--- config.mk ---
export PLATFORM = sky130hd
export DESIGN_NAME = mdio_req_arbiter_flat
export DESIGN_NICKNAME = d
export VERILOG_FILES = /design/src/rtl/mdio_pkg.sv /design/src/rtl/mdio_req_arbiter_if.sv /design/src/rtl/mdio_req_arbiter_rr_arbiter.sv /design/src/rtl/mdio_req_arbiter.sv /design/src/flat_wrapper.sv
export SDC_FILE = /design/constraint.sdc
export NUM_CORES = 1
export LEC_CHECK = 0
export ABC_AREA = 1
export BUFFER_PORTS_ARGS = -buffer_cell sky130_fd_sc_hd__buf_4
export CAP_MARGIN = 20
export CORE_AREA = 5 5 111 113
export DETAILED_ROUTE_END_ITERATION = 10
export DIE_AREA = 0 0 116 118
export MAX_ROUTING_LAYER = met4
export PLACE_DENSITY = 0.74
export REMOVE_ABC_BUFFERS = 1
export SETUP_SLACK_MARGIN = 0.02
export SLEW_MARGIN = 20
export SYNTH_ARGS = -nofsm -noshare
export SYNTH_HDL_FRONTEND = slang
export SYNTH_HIERARCHICAL = 1
export SYNTH_SLANG_ARGS = --single-unit
--- constraint.sdc ---
create_clock -name clk -period 5.85 [get_ports clk]
set_input_delay 0 -clock clk [delete_from_list [all_inputs] [get_ports clk]]
set_output_delay 0 -clock clk [all_outputs]
set_load 0.01 [all_outputs]
--- src/rtl/mdio_pkg.sv ---
// -----------------------------------------------------------------------------
// mdio_pkg
// Shared definitions for the MDIO request arbiter and its neighbours:
//   - MDIO opcode constants (OP_WRITE, OP_READ)
//   - arbiter FSM state encoding (IDLE, ISSUE, WAIT_DONE, RESP)
//   - MDIO field widths (PHY_W, REG_W, DATA_W, OP_W)
//   - op_is_legal(): true for the two opcodes the engine understands
// -----------------------------------------------------------------------------
package mdio_pkg;

    localparam int PHY_W  = 5;
    localparam int REG_W  = 5;
    localparam int DATA_W = 16;
    localparam int OP_W   = 2;

    localparam logic [OP_W-1:0] OP_WRITE = 2'b01;
    localparam logic [OP_W-1:0] OP_READ  = 2'b10;

    typedef enum logic [1:0] {
        IDLE      = 2'd0,
        ISSUE     = 2'd1,
        WAIT_DONE = 2'd2,
        RESP      = 2'd3
    } arb_state_e;

    // Only write and read frames are ever handed to the engine.
    function automatic logic op_is_legal(input logic [OP_W-1:0] op);
        return (op == OP_WRITE) || (op == OP_READ);
    endfunction

endpackage

--- src/rtl/mdio_req_arbiter_if.sv ---
// -----------------------------------------------------------------------------
// mdio_req_arbiter_if
// Bundles the requester-side and engine-side signals of mdio_req_arbiter.
//   Requester side : req_valid/op/phy/reg/wdata in, req_ack, resp_valid,
//                    resp_rdata, resp_err out (per-requester fields flattened)
//   Engine side    : eng_start/op/phy/reg/wdata out, eng_busy, eng_done,
//                    eng_rdata in
// Modports:
//   slave  - the arbiter itself
//   master - the surroundings (requesters plus the MDIO station engine)
// -----------------------------------------------------------------------------
interface mdio_req_arbiter_if
    import mdio_pkg::*;
#(
    parameter int NUM_REQ = 4
);

    logic [NUM_REQ-1:0]        req_valid;
    logic [OP_W*NUM_REQ-1:0]   req_op;
    logic [PHY_W*NUM_REQ-1:0]  req_phy;
    logic [REG_W*NUM_REQ-1:0]  req_reg;
    logic [DATA_W*NUM_REQ-1:0] req_wdata;
    logic [NUM_REQ-1:0]        req_ack;
    logic [NUM_REQ-1:0]        resp_valid;
    logic [DATA_W-1:0]         resp_rdata;
    logic                      resp_err;

    logic                      eng_start;
    logic [OP_W-1:0]           eng_op;
    logic [PHY_W-1:0]          eng_phy;
    logic [REG_W-1:0]          eng_reg;
    logic [DATA_W-1:0]         eng_wdata;
    logic                      eng_busy;
    logic                      eng_done;
    logic [DATA_W-1:0]         eng_rdata;

    modport slave (
        input  req_valid, req_op, req_phy, req_reg, req_wdata,
        output req_ack, resp_valid, resp_rdata, resp_err,
        output eng_start, eng_op, eng_phy, eng_reg, eng_wdata,
        input  eng_busy, eng_done, eng_rdata
    );

    modport master (
        output req_valid, req_op, req_phy, req_reg, req_wdata,
        input  req_ack, resp_valid, resp_rdata, resp_err,
        input  eng_start, eng_op, eng_phy, eng_reg, eng_wdata,
        output eng_busy, eng_done, eng_rdata
    );

endinterface

--- src/rtl/mdio_req_arbiter_rr_arbiter.sv ---
// -----------------------------------------------------------------------------
// rr_arbiter
// Purely combinational round-robin picker.
//   req       in  NUM_REQ  request bits
//   rr_ptr    in  IDX_W    index of the last winner
//   grant_oh  out NUM_REQ  one-hot grant (zero when no request)
//   grant_idx out IDX_W    index of the granted bit
//   grant_any out 1        at least one request is set
// The search starts at rr_ptr+1 and wraps modulo NUM_REQ, so the last
// winner is considered last.
// -----------------------------------------------------------------------------
module rr_arbiter #(
    parameter int NUM_REQ = 4,
    parameter int IDX_W   = (NUM_REQ > 1) ? $clog2(NUM_REQ) : 1
) (
    input  logic [NUM_REQ-1:0] req,
    input  logic [IDX_W-1:0]   rr_ptr,
    output logic [NUM_REQ-1:0] grant_oh,
    output logic [IDX_W-1:0]   grant_idx,
    output logic               grant_any
);

    int               cand_s;
    logic [IDX_W-1:0] cand_idx_s;
    logic             hit_s;

    // Walk the candidates in priority order; the first set bit wins.
    always_comb begin
        grant_oh   = '0;
        grant_idx  = '0;
        grant_any  = 1'b0;
        cand_s     = 0;
        cand_idx_s = '0;
        hit_s      = 1'b0;
        for (int i = 1; i <= NUM_REQ; i++) begin
            cand_s                = (int'(rr_ptr) + i) % NUM_REQ;
            cand_idx_s            = IDX_W'(cand_s);
            hit_s                 = req[cand_idx_s] & ~grant_any;
            grant_oh[cand_idx_s]  = grant_oh[cand_idx_s] | hit_s;
            grant_idx             = hit_s ? cand_idx_s : grant_idx;
            grant_any             = grant_any | hit_s;
        end
    end

endmodule

--- src/rtl/mdio_req_arbiter.sv ---
// -----------------------------------------------------------------------------
// mdio_req_arbiter
// Shares one MDIO station engine between NUM_REQ management requesters.
// Round-robin grant, command latch, single eng_start pulse, wait for
// eng_done, then a one-cycle response to the winning requester only.
// Exactly one frame is outstanding at any time.
//
// Ports:
//   clk    in  system clock
//   reset  in  synchronous, active-high reset
//   bus    mdio_req_arbiter_if.slave (requester and engine signals)
//
// Parameters:
//   NUM_REQ        number of requesters (2..8)
//   TIMEOUT_CYCLES WAIT_DONE cycle limit (timeout build only)
//
// Build option:
//   MDIO_ARB_TIMEOUT_EN - when defined, WAIT_DONE gives up after
//   TIMEOUT_CYCLES cycles and returns an error response. When undefined,
//   WAIT_DONE waits for eng_done indefinitely.
//
// All outputs are registered. Timing with an idle arbiter (eng_busy = 0):
// req_valid seen in cycle 0 -> req_ack in cycle 1 -> eng_start in cycle 2;
// resp_valid follows eng_done by one cycle. An illegal opcode skips the
// engine: req_ack in cycle 1, error response in cycle 2.
// -----------------------------------------------------------------------------
module mdio_req_arbiter
    import mdio_pkg::*;
#(
    parameter int NUM_REQ        = 4,
    parameter int TIMEOUT_CYCLES = 4096
) (
    input  logic              clk,
    input  logic              reset,
    mdio_req_arbiter_if.slave bus
);

    localparam int IDX_W = (NUM_REQ > 1) ? $clog2(NUM_REQ) : 1;

`ifdef MDIO_ARB_TIMEOUT_EN
    localparam int               CNT_W   = (TIMEOUT_CYCLES > 2) ? $clog2(TIMEOUT_CYCLES) : 1;
    localparam logic [CNT_W-1:0] TO_LAST = CNT_W'(TIMEOUT_CYCLES - 1);
    logic [CNT_W-1:0]            wait_cnt_r;
`endif

    // Arbitration results.
    logic [NUM_REQ-1:0] grant_oh_s;
    logic [IDX_W-1:0]   grant_idx_s;
    logic               grant_any_s;

    // Winner's command fields, muxed out of the flattened request buses.
    logic [OP_W-1:0]    sel_op_s;
    logic [PHY_W-1:0]   sel_phy_s;
    logic [REG_W-1:0]   sel_reg_s;
    logic [DATA_W-1:0]  sel_wdata_s;

    // State and registered outputs.
    arb_state_e         state_r;
    logic [IDX_W-1:0]   rr_ptr_r;
    logic [NUM_REQ-1:0] grant_oh_r;
    logic               illegal_r;
    logic [NUM_REQ-1:0] req_ack_r;
    logic [NUM_REQ-1:0] resp_valid_r;
    logic [DATA_W-1:0]  resp_rdata_r;
    logic               resp_err_r;
    logic               eng_start_r;
    logic [OP_W-1:0]    eng_op_r;
    logic [PHY_W-1:0]   eng_phy_r;
    logic [REG_W-1:0]   eng_reg_r;
    logic [DATA_W-1:0]  eng_wdata_r;

    rr_arbiter #(
        .NUM_REQ (NUM_REQ),
        .IDX_W   (IDX_W)
    ) u_rr_arbiter (
        .req       (bus.req_valid),
        .rr_ptr    (rr_ptr_r),
        .grant_oh  (grant_oh_s),
        .grant_idx (grant_idx_s),
        .grant_any (grant_any_s)
    );

    // Select the candidate winner's command fields.
    always_comb begin
        sel_op_s    = bus.req_op   [int'(grant_idx_s)*OP_W   +: OP_W];
        sel_phy_s   = bus.req_phy  [int'(grant_idx_s)*PHY_W  +: PHY_W];
        sel_reg_s   = bus.req_reg  [int'(grant_idx_s)*REG_W  +: REG_W];
        sel_wdata_s = bus.req_wdata[int'(grant_idx_s)*DATA_W +: DATA_W];
    end

    // Arbiter FSM with all outputs registered; pulses default low each cycle.
    always_ff @(posedge clk) begin
        if (reset) begin
            state_r      <= IDLE;
            rr_ptr_r     <= IDX_W'(NUM_REQ - 1);
            grant_oh_r   <= '0;
            illegal_r    <= 1'b0;
            req_ack_r    <= '0;
            resp_valid_r <= '0;
            resp_rdata_r <= '0;
            resp_err_r   <= 1'b0;
            eng_start_r  <= 1'b0;
            eng_op_r     <= '0;
            eng_phy_r    <= '0;
            eng_reg_r    <= '0;
            eng_wdata_r  <= '0;
`ifdef MDIO_ARB_TIMEOUT_EN
            wait_cnt_r   <= '0;
`endif
        end else begin
            req_ack_r    <= '0;
            resp_valid_r <= '0;
            eng_start_r  <= 1'b0;
            case (state_r)
                IDLE: begin
                    // A busy engine (e.g. a stale frame after a timeout) blocks any grant.
                    if (grant_any_s && !bus.eng_busy) begin
                        grant_oh_r  <= grant_oh_s;
                        rr_ptr_r    <= grant_idx_s;
                        req_ack_r   <= grant_oh_s;
                        eng_op_r    <= sel_op_s;
                        eng_phy_r   <= sel_phy_s;
                        eng_reg_r   <= sel_reg_s;
                        eng_wdata_r <= sel_wdata_s;
                        if (op_is_legal(sel_op_s)) begin
                            illegal_r <= 1'b0;
                            state_r   <= ISSUE;
                        end else begin
                            illegal_r <= 1'b1;
                            state_r   <= RESP;
                        end
                    end else begin
                        state_r <= IDLE;
                    end
                end
                ISSUE: begin
                    eng_start_r <= 1'b1;
`ifdef MDIO_ARB_TIMEOUT_EN
                    wait_cnt_r  <= '0;
`endif
                    state_r     <= WAIT_DONE;
                end
                WAIT_DONE: begin
                    // eng_done is checked first so it wins over a coincident timeout.
                    if (bus.eng_done) begin
                        resp_valid_r <= grant_oh_r;
                        resp_rdata_r <= (eng_op_r == OP_READ) ? bus.eng_rdata : {DATA_W{1'b0}};
                        resp_err_r   <= 1'b0;
                        state_r      <= RESP;
                    end
`ifdef MDIO_ARB_TIMEOUT_EN
                    else if (wait_cnt_r == TO_LAST) begin
                        resp_valid_r <= grant_oh_r;
                        resp_rdata_r <= {DATA_W{1'b0}};
                        resp_err_r   <= 1'b1;
                        state_r      <= RESP;
                    end else begin
                        wait_cnt_r <= wait_cnt_r + CNT_W'(1);
                        state_r    <= WAIT_DONE;
                    end
`else
                    else begin
                        state_r <= WAIT_DONE;
                    end
`endif
                end
                RESP: begin
                    // Engine responses were already pulsed on entry; an illegal
                    // opcode gets its error pulse here, one cycle after req_ack.
                    if (illegal_r) begin
                        resp_valid_r <= grant_oh_r;
                        resp_rdata_r <= {DATA_W{1'b0}};
                        resp_err_r   <= 1'b1;
                        illegal_r    <= 1'b0;
                    end else begin
                        illegal_r    <= 1'b0;
                    end
                    state_r <= IDLE;
                end
                default: begin
                    state_r <= IDLE;
                end
            endcase
        end
    end

    assign bus.req_ack    = req_ack_r;
    assign bus.resp_valid = resp_valid_r;
    assign bus.resp_rdata = resp_rdata_r;
    assign bus.resp_err   = resp_err_r;
    assign bus.eng_start  = eng_start_r;
    assign bus.eng_op     = eng_op_r;
    assign bus.eng_phy    = eng_phy_r;
    assign bus.eng_reg    = eng_reg_r;
    assign bus.eng_wdata  = eng_wdata_r;

endmodule

--- src/flat_wrapper.sv ---
// flat-port wrapper written by rule: the top's interface ports become plain ports
module mdio_req_arbiter_flat import mdio_pkg::*;
#(
    parameter int NUM_REQ        = 4,
    parameter int TIMEOUT_CYCLES = 4096
)
  (clk, reset, bus_req_valid, bus_req_op, bus_req_phy, bus_req_reg, bus_req_wdata, bus_req_ack, bus_resp_valid, bus_resp_rdata, bus_resp_err, bus_eng_start, bus_eng_op, bus_eng_phy, bus_eng_reg, bus_eng_wdata, bus_eng_busy, bus_eng_done, bus_eng_rdata);
  mdio_req_arbiter_if #(.NUM_REQ(NUM_REQ)) bus_i ();
  input  logic clk;
  input  logic reset;
  input wire logic [$bits(bus_i.req_valid)-1:0] bus_req_valid;
  input wire logic [$bits(bus_i.req_op)-1:0] bus_req_op;
  input wire logic [$bits(bus_i.req_phy)-1:0] bus_req_phy;
  input wire logic [$bits(bus_i.req_reg)-1:0] bus_req_reg;
  input wire logic [$bits(bus_i.req_wdata)-1:0] bus_req_wdata;
  output wire logic [$bits(bus_i.req_ack)-1:0] bus_req_ack;
  output wire logic [$bits(bus_i.resp_valid)-1:0] bus_resp_valid;
  output wire logic [$bits(bus_i.resp_rdata)-1:0] bus_resp_rdata;
  output wire logic [$bits(bus_i.resp_err)-1:0] bus_resp_err;
  output wire logic [$bits(bus_i.eng_start)-1:0] bus_eng_start;
  output wire logic [$bits(bus_i.eng_op)-1:0] bus_eng_op;
  output wire logic [$bits(bus_i.eng_phy)-1:0] bus_eng_phy;
  output wire logic [$bits(bus_i.eng_reg)-1:0] bus_eng_reg;
  output wire logic [$bits(bus_i.eng_wdata)-1:0] bus_eng_wdata;
  input wire logic [$bits(bus_i.eng_busy)-1:0] bus_eng_busy;
  input wire logic [$bits(bus_i.eng_done)-1:0] bus_eng_done;
  input wire logic [$bits(bus_i.eng_rdata)-1:0] bus_eng_rdata;
  assign bus_i.req_valid = bus_req_valid;
  assign bus_i.req_op = bus_req_op;
  assign bus_i.req_phy = bus_req_phy;
  assign bus_i.req_reg = bus_req_reg;
  assign bus_i.req_wdata = bus_req_wdata;
  assign bus_req_ack = bus_i.req_ack;
  assign bus_resp_valid = bus_i.resp_valid;
  assign bus_resp_rdata = bus_i.resp_rdata;
  assign bus_resp_err = bus_i.resp_err;
  assign bus_eng_start = bus_i.eng_start;
  assign bus_eng_op = bus_i.eng_op;
  assign bus_eng_phy = bus_i.eng_phy;
  assign bus_eng_reg = bus_i.eng_reg;
  assign bus_eng_wdata = bus_i.eng_wdata;
  assign bus_i.eng_busy = bus_eng_busy;
  assign bus_i.eng_done = bus_eng_done;
  assign bus_i.eng_rdata = bus_eng_rdata;
  mdio_req_arbiter #(.NUM_REQ(NUM_REQ), .TIMEOUT_CYCLES(TIMEOUT_CYCLES)) u_core (.clk(clk), .reset(reset), .bus(bus_i));
endmodule
==> results.md <==
| Metric | Value | Unit |
| --- | --- | --- |
| Maximum root-to-sink buffer count | 2 | - |
| Leading area contributor after synthesis | dfxtp_1 | - |
| Number of antenna violations at the first check in global routing | 1 | - |
| Number of synthesized register bits | 63 | - |
| Number of buffers created by CTS | 9 | - |
| Share of the clock period used by the worst path | 67.15 | % |
| R2R cell count | 17 | - |
| Type of origin of the critical path | flip-flop | - |
| Nets@finish | 896 | - |
| Share of synthesized registers carrying an async set or reset | 0 | % |
| Worst reg2reg endpoint | u_core/state_r[1] | - |
| Category of the critical setup timing path | reg2reg | - |
| Wire length of the first global-routing pass | 20700 | um |
| Number of max-slew violations in the final report | 0 | - |
| Vias in the first global route | 4284 | - |
| Critical path capture point | u_core/state_r[1] | - |
| Clock tree sinks | 63 | - |
| Commonest cells in the netlist | o21ai_0 (98), nor2_1 (80), nand2_1 (74) | - |
| Reported leakage power | 2.890 | nW |
| Placement row count | 39 | - |
| Pin count of the biggest net entering global routing | 59 | - |
| Outcome | completed | - |
| Post-synth EDFFs | 0 | - |
| Count of unique library cells instantiated by Yosys | 30 | - |
| Initial DRC count | 288 | - |
| Hold violation count in the final report | 0 | - |
| Launch point of the worst reg-to-reg path | u_core/rr_ptr_r[0] | - |
| Fraction of layout instances using a drive strength above 1 | 31.79 | % |
| Post-route standard cell area excluding fillers | 5781 | um^2 |
| Total Die Area | 13690 | um^2 |
| Routed Antenna Nets | 0 | - |
| Max-slew headroom | 35.60 | % |
| Latest clock arrival within the worst-skew pair | 0.33 | ns |
| Cell Area, Synth | 3794 | um^2 |
| DR WL/cell | 14.62 | um |
| Half-perimeter wire length after placement | 9233 | um |
| Setup repair after global routing missed its margin | false | - |
| Core region area | 11220 | um^2 |
| Crit path capture type | flip-flop | - |
| Final sum of negative setup slack | 0 | ns |
| Worst setup path startpoint | u_core/rr_ptr_r[0] | - |
| Fraction of post-synthesis cell area in the top cell type by area | 33.25 | % |
| Fill cells | 1126 | - |
| Class of the tightest hold or removal check | in2reg | - |
| Number of warnings reported in the yosys synthesis log | 6 | - |
| Power density over cell area | 563.2 | nW/um^2 |
| Drt first pass iters | 5 | - |
| RePlAce Congestion | 0.8918 | - |
| Post-detailed-routing wire length | 13140 | um |
| Final core utilization | 51.51 | % |
| Actual slew at the worst max-slew pin | 0.9649 | ns |
| Global-route track usage on met2 | 31.62 | % |
| Post-cts resize count | 0 | - |
| Max-cap violation count | 0 | - |
| Clock slew seen by the registers of the worst setup and hold paths | 0.06 | ns |
| GRT Resource Usage Total | 19.38 | % |
| Slack of the worst reg-to-reg path | 1.92 | ns |
| Most numerous cell in the Yosys netlist | o21ai_0 | - |
| Syn_area_per_cell | 6.774 | um^2 |
| CP required | 6.11 | ns |
| Number of input and output port buffers inserted | 189 | - |
| Top post-synthesis cells by area | dfxtp_1 (33%), o21ai_0 (13%), nor2_1 (7.9%) | - |
| Arrival time worst endpoint | 4.19 | ns |
| Grt total ovfl | 0 | - |
| # hold bufs at CTS | 19 | - |
| Die height | 118 | um |
| Number of H-tree branching levels | 3 | - |
| Residual DRC | 0 | - |
| Worst VDD drop | 0.0003803 | V |
| Post-place instance area | 5258 | um^2 |
| I/O pin cnt | 190 | - |
| Initial core utilization | 33.80 | % |
| Count of endpoints failing setup in the final report | 0 | - |
| Chip width | 116 | um |
| Clock root cell | clkbuf_16 | - |
| Critical path peak fanout | 58 | - |
| Area growth from synthesis to layout | 52.37 | % |
| Grt met1 use | 23.89 | % |
| Most used routing layer | met2 | - |
| Met3 track utilization from global routing | 4.319 | % |
| Mapped Cells | 560 | - |
| Time the final worst path needs with I/O delays and setup | 3.928 | ns |
| Per-cell via count in the routed design | 4.947 | - |
| Via count | 4447 | - |
| Most used flip-flop cell after synthesis | dfxtp_1 | - |
| Worst hold slack | 0.03981 | ns |
| Buffers inserted by post-CTS timing repair | 0 | - |
| Worst Skew | 0.004551 | ns |
| Fmax | 0.2546 | GHz |
| CTS tree | yes | - |
| Share of the yosys chip area belonging to registers | 33.25 | % |
-- layer usage --
layer	up-vias	share of wire, %
li1	2251	-
met4	0	1.2
met1	2002	42
met3	16	8.0
met5	-	0
met2	178	49
-- how the worst min path moves through the flow --
| stage | startpoint | to | slack, ns | cells past startpoint |
|---|---|---|---|---|
| 2_1_floorplan | reset | u_core/bus.resp_err | 0.07 | 1 |
| 3_3_place_gp | reset | u_core/illegal_r | 0.21 | 2 |
| 3_5_place_dp | reset | u_core/illegal_r | 0.22 | 2 |
| 4_1_cts | bus_req_wdata[5] | u_core/bus.eng_wdata[5] | 0.02 | 5 |
| 5_1_grt | bus_req_wdata[5] | u_core/bus.eng_wdata[5] | 0.05 | 5 |
| 6_report | bus_req_wdata[5] | u_core/bus.eng_wdata[5] | 0.04 | 5 |
-- cell type report --
class | instances | area [um^2] | area share (%)
sequential | 63 | 1261 | 21.82
clock buffer | 10 | 239.0 | 4.134
multi-input combinational | 404 | 2141 | 37.03
inverter | 60 | 227.7 | 3.939
tap | 143 | 178.9 | 3.095
antenna | 1 | 2.502 | 0.04329
timing repair buffer | 212 | 1639 | 28.35
clock inverter | 6 | 91.34 | 1.580
-- through the flow --
step | worst slack [ns] | cells | total power [mW]
floorplan | 0.3910 | 527 | 1.955
global placement | 2.089 | 863 | 2.655
detailed placement | 1.996 | 863 | 2.648
CTS | 1.978 | 898 | 3.266
global route | 1.502 | 899 | 3.554
finish | 1.922 | 899 | 3.256
-- report_power, final --
group | switching (mW) | internal, mW | leakage [nW] | total (mW)
Combinational | 1.29 | 0.734 | 2.22 | 2.02
Clock | 0.203 | 0.386 | 0.151 | 0.588
Sequential | 0.0830 | 0.562 | 0.517 | 0.645
-- cell families (layout without fill, tap and decap cells) --
kind of cell	Yosys count	after routing	share of synthesized area [%]
and+or+nand+nor	208	208	23.65
AOI/OAI and AO/OA	186	186	28.92
buffers and inverters	93	288	10.88
DFF	63	63	33.25
adders and majority gates	10	10	3.298
other	0	1	0
-- cell usage in the layout, fill, tap and decap left out, types with 10 or more instances in the layout --
| cell | synthesis | final |
|---|---|---|
| o21ai_0 | 98 | 98 |
| a21oi_1 | 13 | 13 |
| nor2_1 | 80 | 80 |
| o21bai_1 | 26 | 26 |
| buf_4 | 4 | 193 |
| a21oi_2 | 10 | 10 |
| ha_1 | 10 | 10 |
| dlygate4sd3_1 | 0 | 19 |
| dfxtp_1 | 63 | 63 |
| nand3_1 | 39 | 39 |
| nand2_1 | 74 | 74 |
| inv_1 | 56 | 56 |
| o22ai_1 | 30 | 30 |
-- critical path, stage by stage, from the launching register on --
cell and delay (ns):
dfxtp_1 0.75, inv_2 0.23, ha_1 0.40, inv_1 0.17
nand3_2 0.13, nand2_4 0.13, nor2_1 0.07, nand2_1 0.16
inv_1 0.07, nor3_1 0.27, a31oi_4 0.06, inv_2 0.70
nand2_1 0.21, nand3_1 0.14, nand2_1 0.07, nand2_1 0.09
nand3_1 0.08, a21oi_1 0.12
Note: power is estimated with default switching activity, not from simulation.
